[config.mk]
export PLATFORM = sky130hd
export DESIGN_NAME = multiword_shift_r
export DESIGN_NICKNAME = d
export VERILOG_FILES = /design/src/rtl/multiword_shift_r_pkg.sv /design/src/rtl/polyshift_r.sv /design/src/rtl/multiword_shift_r.sv
export SDC_FILE = /design/constraint.sdc
export NUM_CORES = 1
export LEC_CHECK = 0
export ABC_AREA = 1
export BUFFER_PORTS_ARGS = -buffer_cell sky130_fd_sc_hd__clkbuf_2
export CORE_MARGIN = 2
export CORE_UTILIZATION = 40
export CTS_BUF_LIST = sky130_fd_sc_hd__clkbuf_2 sky130_fd_sc_hd__clkbuf_4 sky130_fd_sc_hd__clkbuf_8
export DETAILED_ROUTE_END_ITERATION = 8
export SLEW_MARGIN = 25
export SYNTH_ARGS = -nofsm -noshare
export SYNTH_HDL_FRONTEND = slang
export SYNTH_SLANG_ARGS = --single-unit
export TNS_END_PERCENT = 50
[constraint.sdc]
create_clock -name clk_i -period 7.1 [get_ports clk_i]
set_clock_uncertainty 0.05 [all_clocks]
set_input_delay 0.355 -clock clk_i [delete_from_list [all_inputs] [get_ports clk_i]]
set_output_delay 0.355 -clock clk_i [all_outputs]
set_load 0.005 [all_outputs]
[src/rtl/multiword_shift_r_pkg.sv]
// rtl/multiword_shift_r_pkg.sv - shared types for the multi-word right shifter
// Purpose: shift-type and sequencer-state enumerations used by
//          multiword_shift_r and its single-word datapath polyshift_r.
// Ports:   none (package).
package multiword_shift_r_pkg;

    typedef enum logic [1:0] {
        LOGIC = 2'd0,
        ARITH = 2'd1,
        RCR   = 2'd2,
        ROR   = 2'd3
    } shift_type_t;

    typedef enum logic [1:0] {
        IDLE   = 2'd0,
        LOAD   = 2'd1,
        REDUCE = 2'd2,
        EMIT   = 2'd3
    } mws_state_t;

endpackage

[src/rtl/polyshift_r.sv]
// rtl/polyshift_r.sv - single-word right shifter (logic/arith/carry-rotate/rotate)
// Purpose: shifts one word right by 0..WORD_WIDTH-1 bits; the vacated upper
//          bits come from zero, the sign bit, the carry-in word c_i, or the
//          word itself depending on shift_type_i.
// Ports:   data_i        word to shift
//          c_i           bits entering from above the MSB (RCR mode)
//          shift_size_i  shift distance in bits
//          shift_type_i  LOGIC / ARITH / RCR / ROR
//          data_o        shifted word
module polyshift_r
    import multiword_shift_r_pkg::*;
#(
    parameter  int WORD_WIDTH = 8,
    localparam int SW         = $clog2(WORD_WIDTH)
) (
    input  logic [WORD_WIDTH-1:0] data_i,
    input  logic [WORD_WIDTH-2:0] c_i,
    input  logic [SW-1:0]         shift_size_i,
    input  shift_type_t           shift_type_i,
    output logic [WORD_WIDTH-1:0] data_o
);

    // The word with its WORD_WIDTH-1 possible incoming bits stacked on top;
    // shifting right by at most WORD_WIDTH-1 never needs more than that.
    logic [2*WORD_WIDTH-2:0] ext;

    always_comb begin
        ext = '0;
        case (shift_type_i)
            LOGIC:   ext = {{(WORD_WIDTH-1){1'b0}}, data_i};
            ARITH:   ext = {{(WORD_WIDTH-1){data_i[WORD_WIDTH-1]}}, data_i};
            RCR:     ext = {c_i, data_i};
            ROR:     ext = {data_i[WORD_WIDTH-2:0], data_i};
            default: ext = '0;
        endcase
    end

    assign data_o = WORD_WIDTH'(ext >> shift_size_i);

endmodule

[src/rtl/multiword_shift_r.sv]
// rtl/multiword_shift_r.sv - sequenced multi-word right shifter
// Purpose: accepts a command (length, amount, type, fill), buffers LEN operand
//          words least-significant first, then streams LEN shifted words out
//          through one polyshift_r configured for carry-rotate.
// Ports:   clk_i, rst_i                 clock, async active-high reset
//          cmd_valid_i/cmd_ready_o      command handshake (IDLE only)
//          cmd_len_i/amount/type/fill   command fields, captured on handshake
//          in_valid_i/in_ready_o/in_data_i      operand stream (LOAD only)
//          out_valid_o/out_ready_i/out_data_o/out_last_o  result stream (EMIT)
//          busy_o                       sequencer not idle
module multiword_shift_r
    import multiword_shift_r_pkg::*;
#(
    parameter  int WORD_WIDTH = 8,
    parameter  int MAX_WORDS  = 4,
    localparam int AMT_W      = $clog2(MAX_WORDS*WORD_WIDTH),
    localparam int LEN_W      = $clog2(MAX_WORDS+1)
) (
    input  logic                  clk_i,
    input  logic                  rst_i,
    input  logic                  cmd_valid_i,
    output logic                  cmd_ready_o,
    input  logic [LEN_W-1:0]      cmd_len_i,
    input  logic [AMT_W-1:0]      cmd_amount_i,
    input  shift_type_t           cmd_type_i,
    input  logic [WORD_WIDTH-1:0] cmd_fill_i,
    input  logic                  in_valid_i,
    output logic                  in_ready_o,
    input  logic [WORD_WIDTH-1:0] in_data_i,
    output logic                  out_valid_o,
    input  logic                  out_ready_i,
    output logic [WORD_WIDTH-1:0] out_data_o,
    output logic                  out_last_o,
    output logic                  busy_o
);

    localparam int SW     = $clog2(WORD_WIDTH);
    localparam int BW     = (MAX_WORDS > 1) ? $clog2(MAX_WORDS) : 1;
    localparam int IDX_W  = $clog2(2*MAX_WORDS);
    localparam int SPAN_W = AMT_W + 1;
    localparam int K_W    = AMT_W - SW;
    localparam logic [LEN_W-1:0] MAX_LEN = LEN_W'(MAX_WORDS);

    mws_state_t            state;
    logic [LEN_W-1:0]      len_q;
    logic [LEN_W-1:0]      cnt_q;
    logic [AMT_W-1:0]      amount_q;
    shift_type_t           type_q;
    logic [WORD_WIDTH-1:0] fill_q;
    logic [WORD_WIDTH-1:0] word_buf [MAX_WORDS];

    // Operand size in bits; one bit wider than the amount so a full-width
    // operand (MAX_WORDS*WORD_WIDTH) is representable.
    logic [SPAN_W-1:0] span;
    logic [SPAN_W-1:0] amount_ext;
    logic [SPAN_W-1:0] amount_red;
    logic              last_idx;

    assign span       = SPAN_W'(len_q) << SW;
    assign amount_ext = {1'b0, amount_q};
    assign amount_red = amount_ext - span;
    assign last_idx   = (cnt_q == len_q - LEN_W'(1));

    always_ff @(posedge clk_i or posedge rst_i) begin
        if (rst_i) begin
            state    <= IDLE;
            len_q    <= '0;
            cnt_q    <= '0;
            amount_q <= '0;
            type_q   <= LOGIC;
            fill_q   <= '0;
            for (int i = 0; i < MAX_WORDS; i++) begin
                word_buf[i] <= '0;
            end
        end else begin
            case (state)
                IDLE: begin
                    // A zero-length command is consumed without leaving IDLE.
                    if (cmd_valid_i && (cmd_len_i != '0)) begin
                        len_q    <= (cmd_len_i > MAX_LEN) ? MAX_LEN : cmd_len_i;
                        amount_q <= cmd_amount_i;
                        type_q   <= cmd_type_i;
                        fill_q   <= cmd_fill_i;
                        cnt_q    <= '0;
                        state    <= LOAD;
                    end
                end
                LOAD: begin
                    if (in_valid_i) begin
                        word_buf[BW'(cnt_q)] <= in_data_i;
                        if (last_idx) begin
                            cnt_q <= '0;
                            // Rotation by a whole operand or more is folded
                            // back into range before emitting.
                            state <= (type_q == ROR && amount_ext >= span) ? REDUCE : EMIT;
                        end else begin
                            cnt_q <= cnt_q + LEN_W'(1);
                        end
                    end
                end
                REDUCE: begin
                    amount_q <= amount_red[AMT_W-1:0];
                    if (amount_red < span) begin
                        state <= EMIT;
                    end
                end
                EMIT: begin
                    if (out_ready_i) begin
                        if (last_idx) begin
                            cnt_q <= '0;
                            state <= IDLE;
                        end else begin
                            cnt_q <= cnt_q + LEN_W'(1);
                        end
                    end
                end
                default: state <= IDLE;
            endcase
        end
    end

    // Operand extended upward to 2*MAX_WORDS words: the buffered words, then
    // whatever the shift type says enters from above the MSW.
    logic [WORD_WIDTH-1:0] ext_word [2*MAX_WORDS];
    logic                  sign_bit;
    logic [K_W-1:0]        k;
    logic [SW-1:0]         s;
    logic [IDX_W-1:0]      idx_lo;
    logic [IDX_W-1:0]      idx_hi;
    logic [WORD_WIDTH-1:0] shift_data;

    assign k        = amount_q[AMT_W-1:SW];
    assign s        = amount_q[SW-1:0];
    assign sign_bit = word_buf[BW'(len_q - LEN_W'(1))][WORD_WIDTH-1];
    assign idx_lo   = IDX_W'(cnt_q) + IDX_W'(k);
    assign idx_hi   = idx_lo + IDX_W'(1);

    always_comb begin
        for (int j = 0; j < 2*MAX_WORDS; j++) begin
            ext_word[j] = '0;
            if (j < int'(len_q)) begin
                ext_word[j] = word_buf[BW'(j)];
            end else begin
                case (type_q)
                    LOGIC:   ext_word[j] = '0;
                    ARITH:   ext_word[j] = {WORD_WIDTH{sign_bit}};
                    RCR:     ext_word[j] = fill_q;
                    ROR:     ext_word[j] = word_buf[BW'(j - int'(len_q))];
                    default: ext_word[j] = '0;
                endcase
            end
        end
    end

    polyshift_r #(
        .WORD_WIDTH (WORD_WIDTH)
    ) u_shift (
        .data_i       (ext_word[idx_lo]),
        .c_i          (ext_word[idx_hi][WORD_WIDTH-2:0]),
        .shift_size_i (s),
        .shift_type_i (RCR),
        .data_o       (shift_data)
    );

    assign cmd_ready_o = (state == IDLE);
    assign in_ready_o  = (state == LOAD);
    assign out_valid_o = (state == EMIT);
    assign out_last_o  = (state == EMIT) && last_idx;
    assign busy_o      = (state != IDLE);
    assign out_data_o  = (state == EMIT) ? shift_data : '0;

endmodule

# Word level (Yosys, flattened, before mapping)
# Index checks and enable logic that the tools add are counted.
[totals]
ramBits = 0
inputBits = 31
word_cells = 155
mem_bits_ro = 0
register_bits = 55
memories = 0
latchBits = 0
output_inout_bits = 13
[op_classes]
n_lt_le_gt_ge = 23
muxes = 68
eq_ne = 13
multipliers = 0
reduce_logical = 15
bitwise_logic = 12
n_shift = 1
div = 0
n_addsub = 13
[op_table]
columns = ["op", "count"]
rows = [
  ["case mux 8 bit (4 select lines)", 8],
  ["2-to-1 mux 8 bit", 29],
  ["binary-select mux 8 bit (select 2 bit)", 9],
  ["binary-select mux 8 bit (select 3 bit)", 2],
  ["bitwise mux 32 bit", 1],
  [">= comparator 2 x 3 -> 1 bit, second input constant", 8],
  ["demux 8 bit (select 2 bit)", 1],
  ["inverter 2 bit", 8],
  ["2-to-1 mux 3 bit", 5],
  ["right shift 15 x 3 -> 8 bit", 1],
  ["2-to-1 mux 7 bit", 2],
  ["2-to-1 mux 2 bit", 6],
  ["case mux 5 bit (2 select lines)", 1],
  ["< comparator 3 bit, first input constant", 3],
  ["case mux 3 bit (3 select lines)", 1],
  ["equality test 2 bit, second input constant", 4],
  [">= comparator 4 bit, second input constant", 2],
  ["inequality test 2 x 1 -> 1 bit, second input constant", 4],
  ["inverter 3 -> 4 bit", 2],
  ["case mux 2 bit (4 select lines)", 1],
  ["subtractor 1 x 2 -> 2 bit, first input constant", 4],
  ["subtractor 2 bit, first input constant", 4],
  ["adder 3 x 1 -> 3 bit, second input constant", 2],
  [">= comparator 3 bit, second input constant", 2],
  ["22 further kinds", 35],
]

# Depth between registers and ports, before layout
[depth]
word_depth = 12
depth_mapped = 21
mapped_depth_nobuf = 18

# Modules after synthesis
# A second synthesis with hierarchy kept.
[hier_totals]
cells_unflattened = 880
area_unflattened_um2 = 5486.5
[modules_own_cells]
columns = ["mod", "area_per_inst_um2", "n_inst", "seq_area_each_um2", "cells_each"]
rows = [
  ["multiword_shift_r", 4917.2, 1, 1376.3, 770],
  ["polyshift_r", 569.3, 1, 0.0, 110],
]

# Worst setup path before layout
# No wires, ideal clock.
[synth_timing]
path_type = "flip-flop to output port"
startpoint = "register cnt_q[0]"
endpoint = "output out_data_o[5]"
path_stages_with_launch = 17
path_slack_ns = 4.242
arrival_time_ns = 2.453
required_time_ns = 6.695
n_path_buf = 0
path_cell_list = "dfrtp_1 ha_1 inv_1 fa_1 inv_1 ha_1 xnor2_2 clkinv_2 nand3_1 nand3_2 nand2_1 nand2_1 nand3_1 nand3_1 nand3_1 nand2_1 nor2_1"
[synth_via]
elab_chain_len = 8
elab_cells_between_ends = 12
classes_between = "add/sub (2); shift (1); mux (7); bitwise (2)"
[synth_rtl]
columns = ["element", "line_no", "text"]
rows = [
  ["from (decl)", "multiword_shift_r.sv:46", "logic [LEN_W-1:0] cnt_q;"],
  ["from (signal assigned)", "multiword_shift_r.sv:97", "cnt_q <= cnt_q + LEN_W'(1);"],
  ["from (signal assigned)", "multiword_shift_r.sv:113", "cnt_q <= cnt_q + LEN_W'(1);"],
  ["adder 3 x 2 -> 3 bit *", "multiword_shift_r.sv:135", "assign idx_lo = IDX_W'(cnt_q) + IDX_W'(k);"],
  ["adder 3 x 1 -> 3 bit", "multiword_shift_r.sv:136", "assign idx_hi = idx_lo + IDX_W'(1);"],
  ["inverter 3 -> 4 bit (implied by the code)", "multiword_shift_r.sv:159", ".c_i (ext_word[idx_hi][WORD_WIDTH-2:0]),"],
  ["binary-select mux 8 bit (select 3 bit)", "multiword_shift_r.sv:159", ""],
  ["2-to-1 mux 7 bit (implied by the code) (2 in series)", "multiword_shift_r.sv:159", ""],
  ["right shift 15 x 3 -> 8 bit *", "polyshift_r.sv:38", "assign data_o = WORD_WIDTH'(ext >> shift_size_i);"],
  ["2-to-1 mux 8 bit *", "multiword_shift_r.sv:170", "assign out_data_o = (state == EMIT) ? shift_data : '0;"],
  ["to (decl)", "multiword_shift_r.sv:32", "output logic [WORD_WIDTH-1:0] out_data_o,"],
]
# Mark *: on every way between the ends. The rest lies on a longest branch, timed or not. The select of a mux whose other input is x is not followed.

# Worst setup path in the final report
[layout_timing]
startpoint = "register len_q[0]"
endpoint = "output out_data_o[1]"
[layout_via]
elab_chain_len = 12
elab_cells_between_ends = 72
classes_between = "add/sub (9); order compare (4); shift (1); mux (49); bitwise (9)"
[layout_rtl]
columns = ["element", "line_no", "text"]
rows = [
  ["from (decl)", "multiword_shift_r.sv:45", "logic [LEN_W-1:0] len_q;"],
  ["from (signal assigned)", "multiword_shift_r.sv:80", "len_q <= (cmd_len_i > MAX_LEN) ? MAX_LEN : cmd_len_i;"],
  ["subtractor 3 x 1 -> 3 bit (tied with other cells)", "multiword_shift_r.sv:134", "assign sign_bit = word_buf[BW'(len_q - LEN_W'(1))][WORD_WIDTH-1];"],
  ["inverter 2 -> 3 bit (implied by the code) or inverter 2 bit (tied branches)", "multiword_shift_r.sv:134, multiword_shift_r.sv:148", ""],
  ["binary-select mux 8 bit (select 2 bit), on equally long branches", "multiword_shift_r.sv:134, multiword_shift_r.sv:148", ""],
  ["2-to-1 mux 8 bit, on equally long branches (2 in series)", "multiword_shift_r.sv:134, multiword_shift_r.sv:148", ""],
  ["case mux 8 bit (4 select lines)", "multiword_shift_r.sv:144", "case (type_q)"],
  ["2-to-1 mux 8 bit", "multiword_shift_r.sv:141", "if (j < int'(len_q)) begin"],
  ["binary-select mux 8 bit (select 3 bit), on equally long branches", "multiword_shift_r.sv:158, multiword_shift_r.sv:159", ""],
  ["2-to-1 mux 8 bit (implied by the code) or 2-to-1 mux 7 bit (tied branches) (2 in series)", "multiword_shift_r.sv:158, multiword_shift_r.sv:159", ""],
  ["right shift 15 x 3 -> 8 bit *", "polyshift_r.sv:38", ""],
  ["2-to-1 mux 8 bit *", "multiword_shift_r.sv:170", ""],
]
# Marked as above.

==> impl_metrics.toml <==
[clock_tree]
post_cts_buffers = 0
clockBufferDepth = 2
postCtsHoldBufs = 0
clkSinkCount = 55
numCtsBuffers = 5
clk_latency_ns = 0.35
path_clk_slew_ns = 0.11
cts_tree = "built"
root_buffer = "clkbuf_8"
cts_resized = 0
htreeDepth = 2

[global_route]
grt.total_usage_pct = 23.8
grt_max_degree = 56
grt_pass1_wl_mm = 27.7
grt_pass1_vias = 5240
antenna_found_initial = 0
grt.overflow.total = 0

[detailed_routing]
wl_per_cell_um = 15.6
vias = 5926
first_pass_iters = 6
final_antenna_net_count = 0
route.detailed.drc = 0
drt_iter0_drc = 783
postRouteWirelength_mm = 16.7
viasPerCell = 5.55

[layout]
multiInputGateArea_um2 = 3520
fin_util_pct = 43.4
drive_gt1_share_pct = 11.4
instances_no_fill = 1068
fillerInstances = 1479
syn_to_final_growth_pct = 6.41
antennaDiodeCount = 0
num-nets-final = 940
seq_area_um2 = 1380

[yosys]
ys_seq_elements = 55
yosys_warnings = 0
syn_area_per_cell_um2 = 6.16
ys_seq_area_share_pct = 25.5
yosysMostFrequentCell = "nand3_1"
synth_edf_count = 0
synthTopCellsByArea = "dfrtp_1 25%, nand3_1 24%, nand2_1 18%"
synth_common_cells = "260 x nand3_1, 257 x nand2_1, 55 x dfrtp_1, 55 x o21ai_0, 52 x inv_1"
async_flop_share_pct = 100
syn-instance-count = 877
synthFlopType = "dfrtp_1"
yosysTopAreaCell = "dfrtp_1"
synthDistinctLibCells = 36
synth_top_area_share_pct = 25.5
netlist_area_um2 = 5400
synth_fp_nets = 926

[critical_path]
cpPeakStageDelay_ns = 0.77
worstPathRequired_ns = 6.69
path_class = "flip-flop to output pin"
end_kind = "output pin"
crit_path_start_kind = "flip-flop"
r2r_setup_slack_ns = 3.96
cp_max_fo = 39
crit_chain = "buf_4 -> inv_4 -> ha_1 -> inv_2 -> nand3_2 -> nand3_4 -> nand2_1 -> inv_2 -> nand3_1 -> nand3_1 -> nand3_1 -> nand3_1 -> nand2_1 -> nand2_1 -> a21oi_1 -> nor2_1 -> nor2_2 -> clkbuf_2"
arrival_ns = 4.19
crit_top_cell = "nand3_1"
cp_slowest_cell = "ha_1"

[timing]
fmax_ghz = 0.218
report.final.slew_viol_count = 0
grt_setup_unrepaired = "no"
worst_slew_pin_slew_ns = 0.697
period_needed_ns = 4.60
fin_crit_sh_pct = 64.7
fin_hold_ws_ns = 0.106
setup_viol = 0
hold_violations = 0
tns_ns = 0
relSlewSlack_pct = 53.5

[placement]
io_buffer_count = 43
dp_hpwl_mm = 12.7
placed_cells = 1060
place.gp.congestion = 0.953

[floorplan]
dieHeight_um = 120
start_util_pct = 40.8
die_x_um = 120
core_area_um2 = 13200
pin_count = 44
die_area_um2 = 14500
rows = 42

[min_path]
hold_class = "input port to async pin"

[flow_run]
drv_cap = 0

[status]
outcome = "finished clean"
[critical path: cells and delay by family (launching register included)]
kind	cells	cell delay, ns
compound gates	1	0.17
flops	1	0.34
simple gates	11	1.43
fa+ha+maj	1	0.77
buf+inv	5	1.11
[state kept, by name, summed over array words and instances, names as in the netlist]
signal,flops
fill_q,8
state,2
type_q,2
word_buf,32
cnt_q,3
len_q,3
amount_q,5
[area by class of cell]
cell class | count | area share [%]
Tap cell | 176 | 3.83
Sequential cell | 55 | 23.9
Inverter | 68 | 4.50
Clock buffer | 6 | 1.44
Clock inverter | 2 | 0.305
Multi-Input combinational cell | 710 | 61.2
Timing Repair Buffer | 51 | 4.79
[per-layer routing]
layer	vias up	track usage, %	routed length [µm]
met2	243	32.0	6630
met4	0	7.34	398
li1	2986	-	-
met3	28	4.72	1300
met1	2669	37.7	8380
met5	-	0	0
[cell usage in the layout (no fill, tap or decap), types with 2 or more instances in the layout]
cell type | synthesis | layout
inv_6 | 0 | 2
fa_1 | 2 | 2
nand2_2 | 5 | 5
nand3_2 | 14 | 14
a31oi_1 | 9 | 9
inv_1 | 52 | 51
buf_4 | 6 | 8
o21ai_0 | 55 | 55
o22ai_1 | 5 | 5
xor2_1 | 2 | 2
ha_1 | 16 | 16
xnor2_1 | 2 | 2
o211ai_1 | 4 | 4
nand4_1 | 13 | 13
clkbuf_2 | 0 | 43
dfrtp_1 | 55 | 55
inv_2 | 11 | 12
clkinv_1 | 3 | 3
nand3_1 | 260 | 260
a21oi_1 | 12 | 12
o21ai_1 | 4 | 4
nor2_2 | 5 | 5
clkbuf_8 | 0 | 6
nand2_1 | 257 | 257
nor2_1 | 36 | 36
[per-stage QoR]
step	area, µm²	setup WS, ns
3_3_place_gp	5650	3.03
3_5_place_dp	5650	2.96
6_report	5750	2.50
4_1_cts	5750	2.57
2_1_floorplan	5400	4.24
5_1_grt	5750	2.10
[worst paths after layout]
kind,to,cells past startpoint,start
setup / recovery,out_data_o[1],18,len_q[0]$_DFFE_PP0P_
hold / removal,word_buf[21]$_DFFE_PP0P_,3,rst_i
setup reg to reg,state[0]$_DFFE_PP0P_,10,len_q[0]$_DFFE_PP0P_
hold reg to reg,fill_q[3]$_DFFE_PP0P_,2,fill_q[3]$_DFFE_PP0P_
max in group asynchronous,len_q[0]$_DFFE_PP0P_,3,rst_i
min in group clk_i,fill_q[5]$_DFFE_PP0P_,3,cmd_fill_i[5]
[cell families after synthesis]
logic type               synth area share (%)
AO/OA/AOI/OAI                            8.89
flip-flops                               25.5
AND/OR/NAND/NOR                          50.8
buffers and inverters                    9.40
XOR/XNOR                                0.949
adder cells (fa/ha/maj)                  4.45
Power is left out: the tool's default activity adds up to more than one toggle a clock period on the data nets, which glitch-free logic cannot reach.
